===== src/rtl/wb_queue.sv =====
// wb_queue: in-order writeback FIFO that arbitrates LSU/EXU results onto the single
// register-file write port and exports a mask of registers with writes still queued.
module wb_queue #(
   parameter int DEPTH = 4,
   parameter int XLEN  = 32,
   parameter int AW    = 5
) (
   input  logic            clk,
   input  logic            rst,
   input  logic            exu_valid,
   output logic            exu_ready,
   input  logic [AW-1:0]   exu_rd,
   input  logic [XLEN-1:0] exu_data,
   input  logic            lsu_valid,
   output logic            lsu_ready,
   input  logic [AW-1:0]   lsu_rd,
   input  logic [XLEN-1:0] lsu_data,
   output logic            rf_wen,
   output logic [AW-1:0]   rf_waddr,
   output logic [XLEN-1:0] rf_wdata,
   output logic [31:0]     pend_mask,
   output logic            full
);
   localparam int PW = $clog2(DEPTH);
   localparam logic [PW:0] FULL_CNT = (PW+1)'(DEPTH);

   logic [AW-1:0]   r_rd   [DEPTH];
   logic [XLEN-1:0] r_data [DEPTH];
   logic [PW-1:0]   r_wr_ptr, r_rd_ptr;
   logic [PW:0]     r_count;

   logic            w_pop, w_space, w_lsu_go, w_exu_go, w_push;
   logic [AW-1:0]   w_push_rd;
   logic [XLEN-1:0] w_push_data;
   logic [31:0]     w_pend;

   // The head retires every cycle it exists, so a push is always accepted when non-empty.
   assign w_pop       = r_count != '0;
   assign w_space     = (r_count < FULL_CNT) | w_pop;
   assign lsu_ready   = w_space;
   assign exu_ready   = w_space & ~lsu_valid;
   assign w_lsu_go    = lsu_valid & lsu_ready;
   assign w_exu_go    = exu_valid & exu_ready;
   assign w_push_rd   = w_lsu_go ? lsu_rd : exu_rd;
   assign w_push_data = w_lsu_go ? lsu_data : exu_data;
   assign w_push      = (w_lsu_go | w_exu_go) & (w_push_rd != '0);

   assign rf_wen    = w_pop;
   assign rf_waddr  = w_pop ? r_rd[r_rd_ptr] : '0;
   assign rf_wdata  = w_pop ? r_data[r_rd_ptr] : '0;
   assign full      = r_count == FULL_CNT;
   assign pend_mask = w_pend;

   always_ff @(posedge clk or posedge rst) begin
      if (rst) begin
         r_wr_ptr <= '0;
         r_rd_ptr <= '0;
         r_count  <= '0;
      end else begin
         if (w_push) r_wr_ptr <= r_wr_ptr + PW'(1);
         if (w_pop) r_rd_ptr <= r_rd_ptr + PW'(1);
         r_count <= r_count + (PW+1)'(w_push) - (PW+1)'(w_pop);
      end
   end

   always_ff @(posedge clk) begin
      if (w_push) begin
         r_rd[r_wr_ptr]   <= w_push_rd;
         r_data[r_wr_ptr] <= w_push_data;
      end
   end

   always_comb begin
      w_pend = '0;
      for (int i = 0; i < DEPTH; i++)
         if ((PW+1)'(i) < r_count) w_pend[r_rd[r_rd_ptr + PW'(i)]] = 1'b1;
      w_pend[0] = 1'b0;
   end
endmodule

===== config.mk =====
export PLATFORM = sky130hd
export DESIGN_NAME = wb_queue
export DESIGN_NICKNAME = d
export VERILOG_FILES = /design/src/rtl/wb_queue.sv
export SDC_FILE = /design/constraint.sdc
export NUM_CORES = 1
export LEC_CHECK = 0
export CAP_MARGIN = 0
export CELL_PAD_IN_SITES_DETAIL_PLACEMENT = 2
export CELL_PAD_IN_SITES_GLOBAL_PLACEMENT = 2
export CORE_MARGIN = 2
export CORE_UTILIZATION = 37
export DETAILED_ROUTE_END_ITERATION = 12
export PLACE_DENSITY = 0.88
export SLEW_MARGIN = 20
export SYNTH_ARGS = -nofsm -noshare
export SYNTH_HDL_FRONTEND = slang
export SYNTH_SLANG_ARGS = --single-unit

===== constraint.sdc =====
create_clock -name clk -period 2.5 [get_ports clk]
set_input_delay 0.25 -clock clk [delete_from_list [all_inputs] [get_ports clk]]
set_output_delay 0.25 -clock clk [all_outputs]
set_load 0.01 [all_outputs]

==> out/qor.txt <==
largest net degree at the start of global routing -> 28
Antenna diodes -> 0
slack of the critical path -> -573.8 ps
Routed Antenna Nets -> 0
worst endpoint data arrival time -> 2820 ps
Port Buffer Count -> 148
Yosys top cell area share -> 57.00%
CP Launch Type -> flip-flop
TritonCTS Sinks -> 155
crit end category -> output pin
post-detail-place hpwl -> 17.98 mm
hold_buf cts -> 0
simple-gate share of the synthesized area -> 8.617%
#FFs+latches synth -> 155
final hold slack -> 132.4 ps
Compound-Gate Fraction of Synth Area -> 6.659%
Worst EP required -> 2250 ps
failing checks -> negative setup slack
fin nets -> 833
Ys Warns -> 0
largest family of logic cells by synthesized area -> multiplexers
Peak VDD IR -> 0.7905 mV
TritonCTS buffer count -> 17
Clock Tree Root -> clkbuf_16
Clock Latency Late Sink -> 440 ps
post-synthesis mux area share -> 20.75%
Layout area overhead -> 50.82%
Fin. Hold Viols -> 0
total routed wirelength -> 34.93 mm
setup tns final -> -17,230 ps
Tot Pwr -> 18.43 mW
commonest non-fill, non-tap cell in the layout -> edfxtp_1
number of global-route vias before repair -> 6,663
power per cell area -> 1568 mW/mm2
placeable core area -> 0.02082 mm2
Mean Syn Cell Area -> 16.35 um2
RSZ-0062 raised after global routing -> yes
layout cell share with drive strength beyond 1 -> 56.39%
starting DRC count in detailed routing -> 495
total grt overflow -> 0
Die Y -> 149.2 um
Initial Util -> 37.45%
CP max FO -> 5
commonest cells after routing, fill and taps aside -> edfxtp_1 (148), buf_4 (83), clkdlybuf4s50_1 (77)
GPL Wtd Cong -> 0.9050
# H-tree levels -> 4
status -> finished, violations left
register area share after synthesis -> 59.24%
CTS tree -> built
Slew Viols, Final -> 0
top cells by area, synth -> edfxtp_1 (57%), mux4_2 (14%), mux2_2 (5.3%), a221o_1 (3.9%), and2_1 (3.4%)
xor/xnor cell area share of the yosys netlist -> 0.4493%
Synth Area in Adders -> 1.540%
Synth Cell Area -> 0.007797 mm2
Unique masters post-synth -> 38
Die Area -> 0.02225 mm2
CTS clk-pin slew, worst paths -> 80 ps
MaxCap Viol Count -> 0
Final Cycle Share -> 123.0%
num rows -> 53
Place WS -> -556.1 ps
vias per inst -> 5.976
WS Path Type -> flip-flop to output pin
Core Util, Final -> 56.48%
synthesized net count -> 564
fmax -> 325.3 MHz
clock buffer depth -> 2
DR vias -> 6,179
routed len/inst -> 33.78 um
Synth Instances -> 477
IO Count -> 151
antenna violations before repair -> 0
skew final -> 17.21 ps
die extent in x -> 149.2 um
Total GRT Usage -> 27.06%
global-route wire length before repair -> 43.66 mm
Final setup violation count -> 57
leakage power -> 4.378 nW
router iterations before antenna repair -> 5
fin crit period -> 3074 ps
Hold Crit Class -> input pin to async pin
leading area contributor after synthesis -> edfxtp_1
DRC Markers -> 0
[final timing paths]
| kind | startpoint | end | slack [ps] | cells after the start |
|---|---|---|---|---|
| worst max-delay path | r_rd_ptr[0]$_DFFE_PP0N_ | pend_mask[22] | -570 | 6 |
| worst min-delay path | rst | r_rd_ptr[1]$_DFFE_PP0N_ | 130 | 2 |
| worst max register to register | r_count[1]$_DFF_PP0_ | r_count[1]$_DFF_PP0_ | 370 | 9 |
| worst min register to register | r_count[0]$_DFF_PP0_ | r_count[0]$_DFF_PP0_ | 700 | 1 |
| max in group asynchronous | rst | r_rd_ptr[0]$_DFFE_PP0N_ | 2010 | 2 |
| min in group clk | exu_rd[4] | r_rd[3][4]$_DFFE_PP_ | 410 | 3 |
[area by class of cell]
class	instances	area, um2
Fill cell	1845	9062
Sequential cell	155	4624
Multi-Input combinational cell	278	3551
Timing Repair Buffer	283	2571
Clock buffer	17	425.4
Tap cell	275	344.1
Clock inverter	15	200.2
Inverter	11	43.79
[report_power, final]
part / internal, mW / switching, mW / leakage [nW]
logic: 5.50 / 5.90 / 2.62
clock network: 1.62 / 1.28 / 0.309
registers: 3.70 / 0.432 / 1.45
[flip-flops by register name, summed over array words and instances, names as in the netlist]
signal,cells
r_data,128
r_rd,20
r_count,3
r_rd_ptr,2
r_wr_ptr,2
[logic make-up (layout without fill, tap and decap cells)]
family	Yosys count	in the layout
compound gates	64	64
xor+xnor	4	4
fa+ha+maj	9	9
buf+inv	44	326
flops	155	155
mux	90	90
other cells	2	2
simple gates	109	109
[stage by stage]
stage | area, um2 | instances
floorplan | 7810 | 477
global placement | 10100 | 937
detailed placement | 10100 | 937
CTS | 11430 | 1021
global route | 11760 | 1034
finish | 11760 | 1034
[worst max-delay path, stage by stage (launching register included)]
cell,delay [ps]
dfrtp_4,490
mux4_2,580
or4b_4,610
buf_6,160
o22ai_1,210
a221o_1,190
buf_2,140
[per-layer routing]
metal	up-vias	track usage, %	wire length (um)
li1	2493	-	-
met1	3284	31.35	13270
met2	319	50.51	18770
met3	83	5.168	1696
met4	0	8.238	1196
met5	-	0	0
[Yosys cell counts, drive strengths merged]
library cell    n
xnor2           2
or3             3
and2           43
ha              8
nor3            2
nand2           4
nand4bb         1
dfrtp           7
fa              1
nor2           17
or4             2
mux4           52
nand2b          7
conb            2
or4b            2
or3b            6
o22a            1
or2             2
buf            21
inv            11
xor2            2
mux2           38
edfxtp        148
nor2b           7
nand3           4
clkbuf         12
a211o           1
o22ai          31
a21o            1
nor4b           1
nand3b          8
a221o          30
[what timing repair did]
action                     in CTS  in global routing
setup endpoints to repair      70                 57
resized for setup             353                 94
pin swaps                      21                 23
gates cloned                    3                  0
buffers inserted               49                 16
Note: power is estimated with default switching activity, not from simulation.
